[src/rtl/decomp_pkg.sv]
`default_nettype none
// ============================================================================
// Module      : decomp_pkg
// Description : Shared tag codes, ingress FSM states and default widths for
//               the decompression dispatch path.
// Revision    : 1.0 - initial release
// ============================================================================
package decomp_pkg;

  localparam int DEFAULT_DATA_W = 64;
  localparam int DEFAULT_TAG_W  = 2;

  localparam logic [1:0] TAG_BPC = 2'd0;
  localparam logic [1:0] TAG_ZRL = 2'd1;
  localparam logic [1:0] TAG_SR  = 2'd2;

  typedef enum logic [1:0] {
    IDLE  = 2'd0,
    ROUTE = 2'd1,
    DROP  = 2'd2
  } state_t;

endpackage
`default_nettype wire

[src/rtl/decomp_ord_fifo.sv]
`default_nettype none
// ============================================================================
// Module      : decomp_ord_fifo
// Description : Synchronous FIFO holding the engine index of each packet in
//               flight; a push while full is ignored.
// Revision    : 1.0 - initial release
// ============================================================================
module decomp_ord_fifo
  import decomp_pkg::*;
#(
  parameter int WIDTH = 2,
  parameter int DEPTH = 4
) (
  input  logic             clk,
  input  logic             rst,
  input  logic             push,
  input  logic [WIDTH-1:0] din,
  input  logic             pop,
  output logic [WIDTH-1:0] dout,
  output logic             full,
  output logic             empty
);

  localparam int AW = $clog2(DEPTH);

  logic [WIDTH-1:0] r_mem [DEPTH];
  logic [AW-1:0]    r_wr_ptr;
  logic [AW-1:0]    r_rd_ptr;
  logic [AW:0]      r_count;
  logic             w_do_push;
  logic             w_do_pop;

  assign full      = (r_count == (AW+1)'(DEPTH));
  assign empty     = (r_count == '0);
  assign w_do_push = push && !full;
  assign w_do_pop  = pop && !empty;
  assign dout      = r_mem[r_rd_ptr];

  always_ff @(posedge clk or posedge rst) begin
    if (rst) begin
      r_wr_ptr <= '0;
      r_rd_ptr <= '0;
      r_count  <= '0;
    end else begin
      if (w_do_push) r_wr_ptr <= r_wr_ptr + 1'b1;
      if (w_do_pop)  r_rd_ptr <= r_rd_ptr + 1'b1;
      case ({w_do_push, w_do_pop})
        2'b10:   r_count <= r_count + (AW+1)'(1);
        2'b01:   r_count <= r_count - (AW+1)'(1);
        default: r_count <= r_count;
      endcase
    end
  end

  // Storage needs no reset: entries are only read once counted valid.
  always_ff @(posedge clk) begin
    if (w_do_push) r_mem[r_wr_ptr] <= din;
  end

endmodule
`default_nettype wire

[src/rtl/decomp_dispatch.sv]
`default_nettype none
// ============================================================================
// Module      : decomp_dispatch
// Description : Routes whole packets to decompression engines by SOP tag and
//               merges engine results back in original packet order.
// Revision    : 1.0 - initial release
// ============================================================================
module decomp_dispatch
  import decomp_pkg::*;
#(
  parameter int DATA_W    = DEFAULT_DATA_W,
  parameter int NUM_ENG   = 3,
  parameter int TAG_W     = DEFAULT_TAG_W,
  parameter int ORD_DEPTH = 4
) (
  input  logic                      clk,
  input  logic                      rst,
  input  logic [DATA_W-1:0]         s_data_i,
  input  logic                      s_valid_i,
  input  logic                      s_sop_i,
  input  logic                      s_eop_i,
  output logic                      s_ready_o,
  output logic [DATA_W-1:0]         eng_data_o,
  output logic [NUM_ENG-1:0]        eng_valid_o,
  output logic [NUM_ENG-1:0]        eng_sop_o,
  output logic [NUM_ENG-1:0]        eng_eop_o,
  input  logic [NUM_ENG-1:0]        eng_ready_i,
  input  logic [NUM_ENG*DATA_W-1:0] eng_rdata_i,
  input  logic [NUM_ENG-1:0]        eng_rvalid_i,
  input  logic [NUM_ENG-1:0]        eng_rsop_i,
  input  logic [NUM_ENG-1:0]        eng_reop_i,
  output logic [NUM_ENG-1:0]        eng_rready_o,
  output logic [DATA_W-1:0]         m_data_o,
  output logic                      m_valid_o,
  output logic                      m_sop_o,
  output logic                      m_eop_o,
  input  logic                      m_ready_i,
  output logic                      err_drop_o,
  output logic                      busy_o
);

  localparam int ENG_W = $clog2(NUM_ENG);

  state_t             r_state, w_state_nxt;
  logic [ENG_W-1:0]   r_sel, w_sel_nxt;
  logic [ENG_W-1:0]   w_tag_idx, w_head;
  logic [TAG_W-1:0]   w_tag;
  logic               w_tag_ok;
  logic [NUM_ENG-1:0] w_tag_oh, w_sel_oh, w_head_oh, w_eng_valid;
  logic               w_ready, w_push, w_pop, w_drop;
  logic               w_full, w_empty;
  logic               r_err_drop;

  assign w_tag     = s_data_i[DATA_W-1 -: TAG_W];
  assign w_tag_ok  = (32'(w_tag) < NUM_ENG);
  assign w_tag_idx = w_tag[ENG_W-1:0];

  always_comb begin
    w_tag_oh  = '0;
    w_sel_oh  = '0;
    w_head_oh = '0;
    for (int k = 0; k < NUM_ENG; k++) begin
      w_tag_oh[k]  = (32'(w_tag_idx) == k);
      w_sel_oh[k]  = (32'(r_sel) == k);
      w_head_oh[k] = (32'(w_head) == k);
    end
  end

  // Ingress FSM: route decision is taken only on the SOP beat in IDLE.
  always_comb begin
    w_state_nxt = r_state;
    w_sel_nxt   = r_sel;
    w_eng_valid = '0;
    w_ready     = 1'b0;
    w_push      = 1'b0;
    w_drop      = 1'b0;
    unique case (r_state)
      IDLE: begin
        if (s_sop_i && w_tag_ok) begin
          if (!w_full) begin
            w_ready     = |(eng_ready_i & w_tag_oh);
            w_eng_valid = s_valid_i ? w_tag_oh : '0;
            if (s_valid_i && w_ready) begin
              w_push    = 1'b1;
              w_sel_nxt = w_tag_idx;
              if (!s_eop_i) w_state_nxt = ROUTE;
            end
          end
        end else begin
          w_ready = 1'b1;
          w_drop  = s_valid_i;
          if (s_valid_i && s_sop_i && !s_eop_i) w_state_nxt = DROP;
        end
      end
      ROUTE: begin
        w_ready     = |(eng_ready_i & w_sel_oh);
        w_eng_valid = s_valid_i ? w_sel_oh : '0;
        if (s_valid_i && w_ready && s_eop_i) w_state_nxt = IDLE;
      end
      DROP: begin
        w_ready = 1'b1;
        if (s_valid_i && s_eop_i) w_state_nxt = IDLE;
      end
      default: w_state_nxt = IDLE;
    endcase
  end

  always_ff @(posedge clk or posedge rst) begin
    if (rst) begin
      r_state    <= IDLE;
      r_sel      <= '0;
      r_err_drop <= 1'b0;
    end else begin
      r_state    <= w_state_nxt;
      r_sel      <= w_sel_nxt;
      r_err_drop <= w_drop;
    end
  end

  assign s_ready_o   = w_ready;
  assign eng_data_o  = s_data_i;
  assign eng_valid_o = w_eng_valid;
  assign eng_sop_o   = w_eng_valid & {NUM_ENG{s_sop_i}};
  assign eng_eop_o   = w_eng_valid & {NUM_ENG{s_eop_i}};
  assign err_drop_o  = r_err_drop;
  assign busy_o      = (r_state != IDLE) || !w_empty;

  decomp_ord_fifo #(
    .WIDTH (ENG_W),
    .DEPTH (ORD_DEPTH)
  ) u_ord_fifo (
    .clk   (clk),
    .rst   (rst),
    .push  (w_push),
    .din   (w_tag_idx),
    .pop   (w_pop),
    .dout  (w_head),
    .full  (w_full),
    .empty (w_empty)
  );

  // Egress follows the oldest packet; other engines wait their turn.
  always_comb begin
    m_data_o = '0;
    for (int k = 0; k < NUM_ENG; k++) begin
      if (w_head_oh[k]) m_data_o = eng_rdata_i[k*DATA_W +: DATA_W];
    end
  end

  assign m_valid_o    = !w_empty && |(eng_rvalid_i & w_head_oh);
  assign m_sop_o      = !w_empty && |(eng_rsop_i & w_head_oh);
  assign m_eop_o      = !w_empty && |(eng_reop_i & w_head_oh);
  assign eng_rready_o = w_empty ? '0 : (w_head_oh & {NUM_ENG{m_ready_i}});
  assign w_pop        = m_valid_o && m_ready_i && m_eop_o;

endmodule
`default_nettype wire
[config.mk]
export PLATFORM = sky130hd
export DESIGN_NAME = decomp_dispatch
export DESIGN_NICKNAME = d
export VERILOG_FILES = /design/src/rtl/decomp_pkg.sv /design/src/rtl/decomp_ord_fifo.sv /design/src/rtl/decomp_dispatch.sv
export SDC_FILE = /design/constraint.sdc
export NUM_CORES = 1
export LEC_CHECK = 0
export ABC_CLOCK_PERIOD_IN_PS = 2600
export CELL_PAD_IN_SITES_DETAIL_PLACEMENT = 1
export CELL_PAD_IN_SITES_GLOBAL_PLACEMENT = 1
export CORE_AREA = 4 4 162 164
export CTS_CLUSTER_DIAMETER = 50
export DETAILED_ROUTE_END_ITERATION = 7
export DIE_AREA = 0 0 166 168
export PLACE_DENSITY_LB_ADDON = 0.05
export RECOVER_POWER = 50
export SLEW_MARGIN = 20
export SYNTH_ARGS = -nofsm -noshare
export SYNTH_HDL_FRONTEND = slang
export SYNTH_SLANG_ARGS = --single-unit
[constraint.sdc]
create_clock -name clk -period 2.6 [get_ports clk]
set_clock_uncertainty 0.1 [all_clocks]
set_input_delay 0.52 -clock clk [delete_from_list [all_inputs] [get_ports clk]]
set_output_delay 0.52 -clock clk [all_outputs]
set_load 0.01 [all_outputs]
==> impl_metrics.py, run 1 <==
metrics = {
    "cts": {
        "holdBufCountCts": 0,
        "htree_levels": 1,
        "cts_buffer_depth": 2,
        "cts.sinks": 20,
        "cts_tree": "built",
        "cts-root-buf": "clkbuf_16",
        "numCtsBuffers": 3,
        "worstSkewPairLatency_ns": 0.25,
        "path_clk_slew_ns": 0.06,
    },
    "timing": {
        "hold_slack_ns": 0.4260,
        "tns_ns": -18.60,
        "timing.final.ws_setup_ns": -0.3699,
        "rsz0062_at_grt": "true",
        "timing.final.crit_share_pct": 114.2,
        "drv_slew": 0,
        "fmax_ghz": 0.3367,
        "period_minus_slack_ns": 2.970,
        "worstMarginPinSlew_ns": 0.6401,
        "setup_viol": 80,
        "hold_viol_final": 0,
        "relSlewSlack_pct": 57.33,
    },
    "yosys": {
        "synth_cells": 393,
        "synthFlopType": "dfrtp_1",
        "yosys-top-cells-area": "mux2i_1 (23%), buf_4 (17%), dfrtp_1 (10%)",
        "syn_nets": 673,
        "syn_avg_cell_area_sq_um": 7.663,
        "synth-edff-count": 8,
        "yosysTopAreaCellShare_pct": 23.27,
        "synth.distinct_cells": 38,
        "yosysTopAreaCell": "mux2i_1",
        "yosysSeqAreaShare_pct": 17.95,
        "ys_top_cells_by_count": "buf_4 (70), mux2i_1 (70), nand2_1 (70), o21ai_0 (59), dfrtp_1 (12)",
        "async_flop_share_pct": 60.00,
        "yosys_warnings": 0,
        "syn-cell-area_sq_um": 3012,
        "synth_seq_cells": 20,
    },
    "setup_path": {
        "crit-reg2reg-launch": "u_ord_fifo.r_rd_ptr[0]$_DFFE_PP0P_",
        "worstReg2RegEnd": "u_ord_fifo.r_count[2]$_DFFE_PP0P_",
        "cp_max_fo": 5,
        "ff2ff_path_depth": 12,
        "r2r_setup_slack_ns": -0.37,
        "endpoint_kind": "flop",
        "cp-start-kind": "flop",
        "path_class": "flop to flop",
        "arrival_ns": 3.04,
        "critPathRequiredTime_ns": 2.67,
    },
    "drt": {
        "wl_per_cell_um": 20.36,
        "route.detailed.drc": 0,
        "dr.pass1.iters": 4,
        "highest_layer": "met5",
        "wl_met1_um": 8114,
        "routed_wl_um": 20870,
        "vias": 3992,
        "vias_per_cell": 3.895,
        "wl_met3_um": 1551,
        "drt_iter0_markers": 90,
        "ant_nets": 0,
        "wl_met2_um": 10940,
    },
    "layout": {
        "n_fill_cell": 2908,
        "instances_no_fill": 1025,
        "final_util_pct": 27.98,
        "nets": 974,
        "final_design_area_no_fill_sq_um": 6964,
        "area_delta_synth_final_pct": 131.2,
        "drive_gt1_share_pct": 34.63,
    },
    "place": {
        "dp_slack_ns": -0.6450,
        "place_inst": 965,
        "io_buffer_count": 295,
        "place_area_sq_um": 6106,
        "gp_congestion": 0.8078,
        "hpwlAfterDp_um": 16820,
    },
    "global_route": {
        "grt_use_total_pct": 13.90,
        "grt_pass1_wl_um": 29870,
        "grt_pass1_vias": 4276,
        "antenna_found_initial": 6,
        "overflow": 0,
        "grt_start_max_net_pins": 40,
    },
    "min_path": {
        "hold_start": "r_state[0]$_DFFE_PP0P_",
        "hold_path_end": "r_state[1]$_DFFE_PP0P_",
        "worstHoldPathCells": 1,
        "min_path_type": "flop to flop",
    },
    "pwr": {
        "pwr-share-clk_pct": 6.8,
        "p_leak_nw": 3.020,
        "vdd_drop_max_uv": 270.9,
        "seq_power_share_pct": 7.8,
        "p_per_area_nw_per_um2": 886.6,
        "internal_power_mw": 3.589,
        "p_total_mw": 6.175,
        "netSwitchingPower_mw": 2.585,
        "switching_share_pct": 41.87,
        "pwr-share-comb_pct": 85.4,
    },
    "status": {
        "status": "finished, violations left",
        "violations": "setup timing",
    },
    "floorplanning": {
        "die_w_um": 166,
        "dieArea_sq_um": 27890,
        "coreArea_sq_um": 24890,
        "start_util_pct": 12.10,
        "ios": 420,
        "die_y_um": 168,
        "rows": 58,
    },
    "run": {
        "drv_cap": 0,
    },
}
-- layout make-up --
| cell class | count | area (sq um) | share of cell area, % |
|---|---|---|---|
| Timing Repair Buffer | 384 | 3714 | 53.32 |
| Multi-Input combinational cell | 274 | 2146 | 30.81 |
| Sequential cell | 20 | 540.5 | 7.761 |
| Tap cell | 330 | 412.9 | 5.929 |
| Clock buffer | 3 | 75.07 | 1.078 |
| Inverter | 11 | 41.29 | 0.5929 |
| Clock inverter | 1 | 30.03 | 0.4312 |
| Antenna cell | 2 | 5.005 | 0.07186 |
-- power by group through the flow --
| stage | registers [mW] | clock network (mW) | logic, mW |
|---|---|---|---|
| after floorplan | 0.486 | 0 | 1.98 |
| after global placement | 0.486 | 0 | 4.23 |
| after detailed placement | 0.486 | 0 | 4.24 |
| after CTS | 0.483 | 0.430 | 4.89 |
| after global routing | 0.496 | 0.444 | 5.67 |
| final | 0.482 | 0.417 | 5.28 |
-- kinds of logic after synthesis --
family / after synthesis / share of synthesized area [%]
buffers and inverters: 99 / 21.69
multiplexers: 73 / 25.13
AND/OR/NAND/NOR: 110 / 16.37
adder cells (fa/ha/maj): 6 / 2.742
AO/OA/AOI/OAI: 79 / 14.38
flip-flops: 20 / 17.95
XOR/XNOR: 6 / 1.745
-- critical path: stages, from the launching register on --
cell and delay (ns):
dfrtp_1 0.37, mux4_4 0.73, buf_6 0.17, mux2i_4 0.18, o2bb2ai_4 0.13, buf_6 0.11
and3_4 0.20, ha_4 0.13, inv_2 0.03, fa_2 0.32, xor2_1 0.14, nor2_1 0.13
xor2_1 0.15
-- repair_timing --
| action | in CTS | in global routing |
|---|---|---|
| pin swaps | 22 | 21 |
| gates cloned | 5 | 2 |
| setup buffers | 34 | 23 |
| setup endpoints to repair | 82 | 80 |
| hold endpoints to repair | 0 | 0 |
| resized for setup | 474 | 91 |
-- registers in the layout, indices dropped and copies added, names as in the netlist --
signal / cells
err_drop_o: 1
r_state: 2
r_sel: 2
u_ord_fifo.r_mem: 8
u_ord_fifo.r_wr_ptr: 2
u_ord_fifo.r_rd_ptr: 2
u_ord_fifo.r_count: 3
-- layout by cell type (no fill, tap or decap), types with 9 or more instances in the layout --
master	n
and2_1	9
buf_12	10
buf_2	55
buf_4	45
buf_6	33
clkdlybuf4s50_1	212
dfrtp_1	12
inv_1	10
mux2i_1	59
mux2i_2	9
nand2_1	42
nand2_2	22
nor2_1	9
o21ai_1	46
o21ai_2	13
-- worst max path at each step --
stage | from | to | slack [ns] | cells past startpoint
2_1_floorplan | u_ord_fifo.r_rd_ptr[0]$_DFFE_PP0P_ | u_ord_fifo.r_count[2]$_DFFE_PP0P_ | -0.06 | 12
3_3_place_gp | u_ord_fifo.r_rd_ptr[0]$_DFFE_PP0P_ | m_data_o[30] | -0.58 | 5
3_5_place_dp | s_sop_i | eng_eop_o[0] | -0.65 | 7
4_1_cts | u_ord_fifo.r_rd_ptr[0]$_DFFE_PP0P_ | u_ord_fifo.r_count[2]$_DFFE_PP0P_ | -0.40 | 12
5_1_grt | u_ord_fifo.r_rd_ptr[0]$_DFFE_PP0P_ | u_ord_fifo.r_count[2]$_DFFE_PP0P_ | -0.51 | 12
6_report | u_ord_fifo.r_rd_ptr[0]$_DFFE_PP0P_ | u_ord_fifo.r_count[2]$_DFFE_PP0P_ | -0.37 | 12
-- metal layers --
layer / vias to the layer above / global-route usage (%)
met1: 1892 / 15.95
met4: 10 / 1.686
met5: - / 0
met3: 24 / 4.555
li1: 1885 / -
met2: 181 / 25.89
Power figures use the tool's default switching activity.
==> run 2, diff against run 1 <==
Settings changed: GPL_ROUTABILITY_DRIVEN set to 0.
==> results of run 2 <==
The final DEF is identical to that of run 1; final timing and power are the same.
==> run 3, diff against run 2 <==
Settings changed: CELL_PAD_IN_SITES_GLOBAL_PLACEMENT 1 to 2, CORE_AREA 4 4 162 164 to unset, CORE_MARGIN set to 4, CORE_UTILIZATION set to 10, DIE_AREA 0 0 166 168 to unset.
==> run 3 against run 2 <==
  * The flow still finishes with violations (setup timing)
  * Cell area shrank 5.9%
  * Highest routed layer unchanged
  * Wire length grew 1.7%
  * Sequential share of layout area grew 0.49 points
  * Critical endpoint unchanged
  * Core utilization shrank 5.9 points
==> impl_metrics.py, run 3 (synthesis gave the netlist of run 1 again) <==
metrics = {
    "setup_path": {
        "path_class": "flop to flop",
        "arrival_ns": 3.04,
        "critPathRequiredTime_ns": 2.67,
        "endpoint_kind": "flop",
        "cp_max_fo": 5,
        "cp-start-kind": "flop",
    },
    "layout": {
        "top_regs": "u_ord_fifo.r_mem: 8 flops, u_ord_fifo.r_count: 3 flops",
        "final_common_cell": "clkdlybuf4s50_1",
        "final_cell_mix": "clkdlybuf4s50_1 (212), mux2i_1 (65), nand2_1 (61), buf_2 (54), buf_4 (53)",
        "nets": 950,
        "n_fill_cell": 3498,
        "regMostFlops": "u_ord_fifo.r_mem",
        "seqCellArea_sq_um": 540.5,
        "multiInputGateArea_sq_um": 1992,
        "final_design_area_no_fill_sq_um": 6551,
        "drive_gt1_share_pct": 27.20,
        "area_delta_synth_final_pct": 117.5,
        "largest_reg_flops": 8,
        "diodes": 0,
        "final_util_pct": 22.10,
    },
    "drt": {
        "ant_nets": 0,
        "route.detailed.drc": 0,
        "dr.pass1.iters": 4,
        "vias_per_cell": 3.662,
        "wl_per_cell_um": 20.04,
        "routed_wl_um": 21220,
        "vias": 3878,
        "drt_iter0_markers": 92,
    },
    "pwr": {
        "vdd_drop_max_uv": 240.9,
        "pwr-share-comb_pct": 83.5,
        "netSwitchingPower_mw": 2.366,
        "p_per_area_nw_per_um2": 834.6,
        "internal_power_mw": 3.102,
        "p_total_mw": 5.468,
        "p_leak_nw": 2.793,
        "seq_power_share_pct": 8.8,
        "pwr-share-clk_pct": 7.7,
        "switching_share_pct": 43.27,
    },
    "global_route": {
        "grt_use_total_pct": 11.91,
        "overflow": 0,
        "grt_start_max_net_pins": 23,
        "grt_pass1_vias": 4234,
        "grt_pass1_wl_um": 30330,
        "antenna_found_initial": 3,
    },
    "floorplanning": {
        "die_w_um": 181.5,
        "dieArea_sq_um": 32960,
        "rows": 63,
        "ios": 420,
        "coreArea_sq_um": 29640,
        "die_y_um": 181.5,
        "start_util_pct": 10.16,
    },
    "cts": {
        "numCtsBuffers": 3,
        "cts-root-buf": "clkbuf_16",
        "htree_levels": 1,
        "holdBufCountCts": 0,
        "cts_buffer_depth": 2,
        "cts.sinks": 20,
        "cts_tree": "built",
        "worstSkewPairLatency_ns": 0.25,
        "path_clk_slew_ns": 0.06,
    },
    "timing": {
        "relSlewSlack_pct": 60.54,
        "timing.final.crit_share_pct": 114.5,
        "timing.final.ws_setup_ns": -0.3765,
        "hold_viol_final": 0,
        "fmax_ghz": 0.3360,
        "rsz0062_at_grt": "true",
        "worstMarginPinSlew_ns": 0.5919,
        "setup_viol": 82,
        "period_minus_slack_ns": 2.977,
        "drv_slew": 0,
    },
    "status": {
        "violations": "setup timing",
        "status": "finished, violations left",
    },
    "place": {
        "place_area_sq_um": 6384,
        "io_buffer_count": 295,
        "hpwlAfterDp_um": 18180,
        "dp_slack_ns": -0.6130,
    },
    "run": {
        "drv_cap": 0,
    },
    "min_path": {
        "min_path_type": "flop to flop",
    },
}
run 3: changes by cell type in the layout (fill, tap and decap cells not counted), sizes merged:
cell / previous run / this run
buf: 156 / 127
diode: 2 / 0
clkbuf: 11 / 10
clkdlybuf4s15: 1 / 7
run 3: final cells by class:
type | instances | area share (%)
repair buffers | 360 | 51.66
flip-flops and latches | 20 | 8.251
clock buffers | 3 | 1.146
clock inverters | 1 | 0.4584
well taps | 390 | 7.448
multi-input cells | 274 | 30.40
inverters | 11 | 0.6303
run 3: critical path, stage by stage, from the launching register on:
cell	delay, ns
dfrtp_1	0.37
mux4_4	0.70
buf_12	0.17
mux2i_2	0.15
o2bb2ai_2	0.14
buf_4	0.13
and3_4	0.19
ha_4	0.13
inv_1	0.04
fa_2	0.33
xor2_1	0.15
nor2_1	0.11
xor2_1	0.17
run 3: power groups by stage:
stage | Sequential, mW | Combinational (mW) | Clock, mW
after global placement | 0.481 | 4.63 | 0
final | 0.480 | 4.57 | 0.422
after global routing | 0.493 | 4.96 | 0.446
after floorplan | 0.486 | 1.98 | 0
after CTS | 0.480 | 4.47 | 0.436
after detailed placement | 0.484 | 4.62 | 0
run 3: path summary, 6_finish.rpt:
kind / startpoint / to / slack, ns / cells past startpoint
max: u_ord_fifo.r_rd_ptr[0]$_DFFE_PP0P_ / u_ord_fifo.r_count[2]$_DFFE_PP0P_ / -0.38 / 12
min: u_ord_fifo.r_count[0]$_DFFE_PP0P_ / u_ord_fifo.r_count[0]$_DFFE_PP0P_ / 0.46 / 2
max reg2reg: u_ord_fifo.r_rd_ptr[0]$_DFFE_PP0P_ / u_ord_fifo.r_count[2]$_DFFE_PP0P_ / -0.38 / 12
min reg2reg: u_ord_fifo.r_count[0]$_DFFE_PP0P_ / u_ord_fifo.r_count[0]$_DFFE_PP0P_ / 0.46 / 2
max in group asynchronous: rst / r_state[1]$_DFFE_PP0P_ / 1.54 / 2
min in group asynchronous: rst / r_sel[1]$_DFFE_PP0P_ / 0.51 / 2
run 3: repair_timing:
action,in CTS,in global routing
pin swaps,9,9
endpoints found under the hold margin,0,0
gates resized for setup,384,49
buffers inserted,14,6
gates cloned,1,2
setup endpoints to repair,82,78
run 3: per-stage QoR:
step | hold WS [ns] | TNS, ns | std cells
floorplan | 0.2847 | -0.05737 | 393
global placement | 0.4353 | -25.43 | 1034
detailed placement | 0.4486 | -27.47 | 1034
CTS | 0.4663 | -18.30 | 1053
global route | 0.4895 | -24.73 | 1059
finish | 0.4639 | -16.60 | 1059
run 3: layer usage:
layer	global-route usage, %	part of all wire, %	vias up	wire, um
met2	21.22	50	199	10640
met1	14.40	41	1825	8658
met4	0.6905	0.26	6	55
met3	4.327	8.6	14	1830
met5	0	0.21	-	45
li1	-	-	1834	-
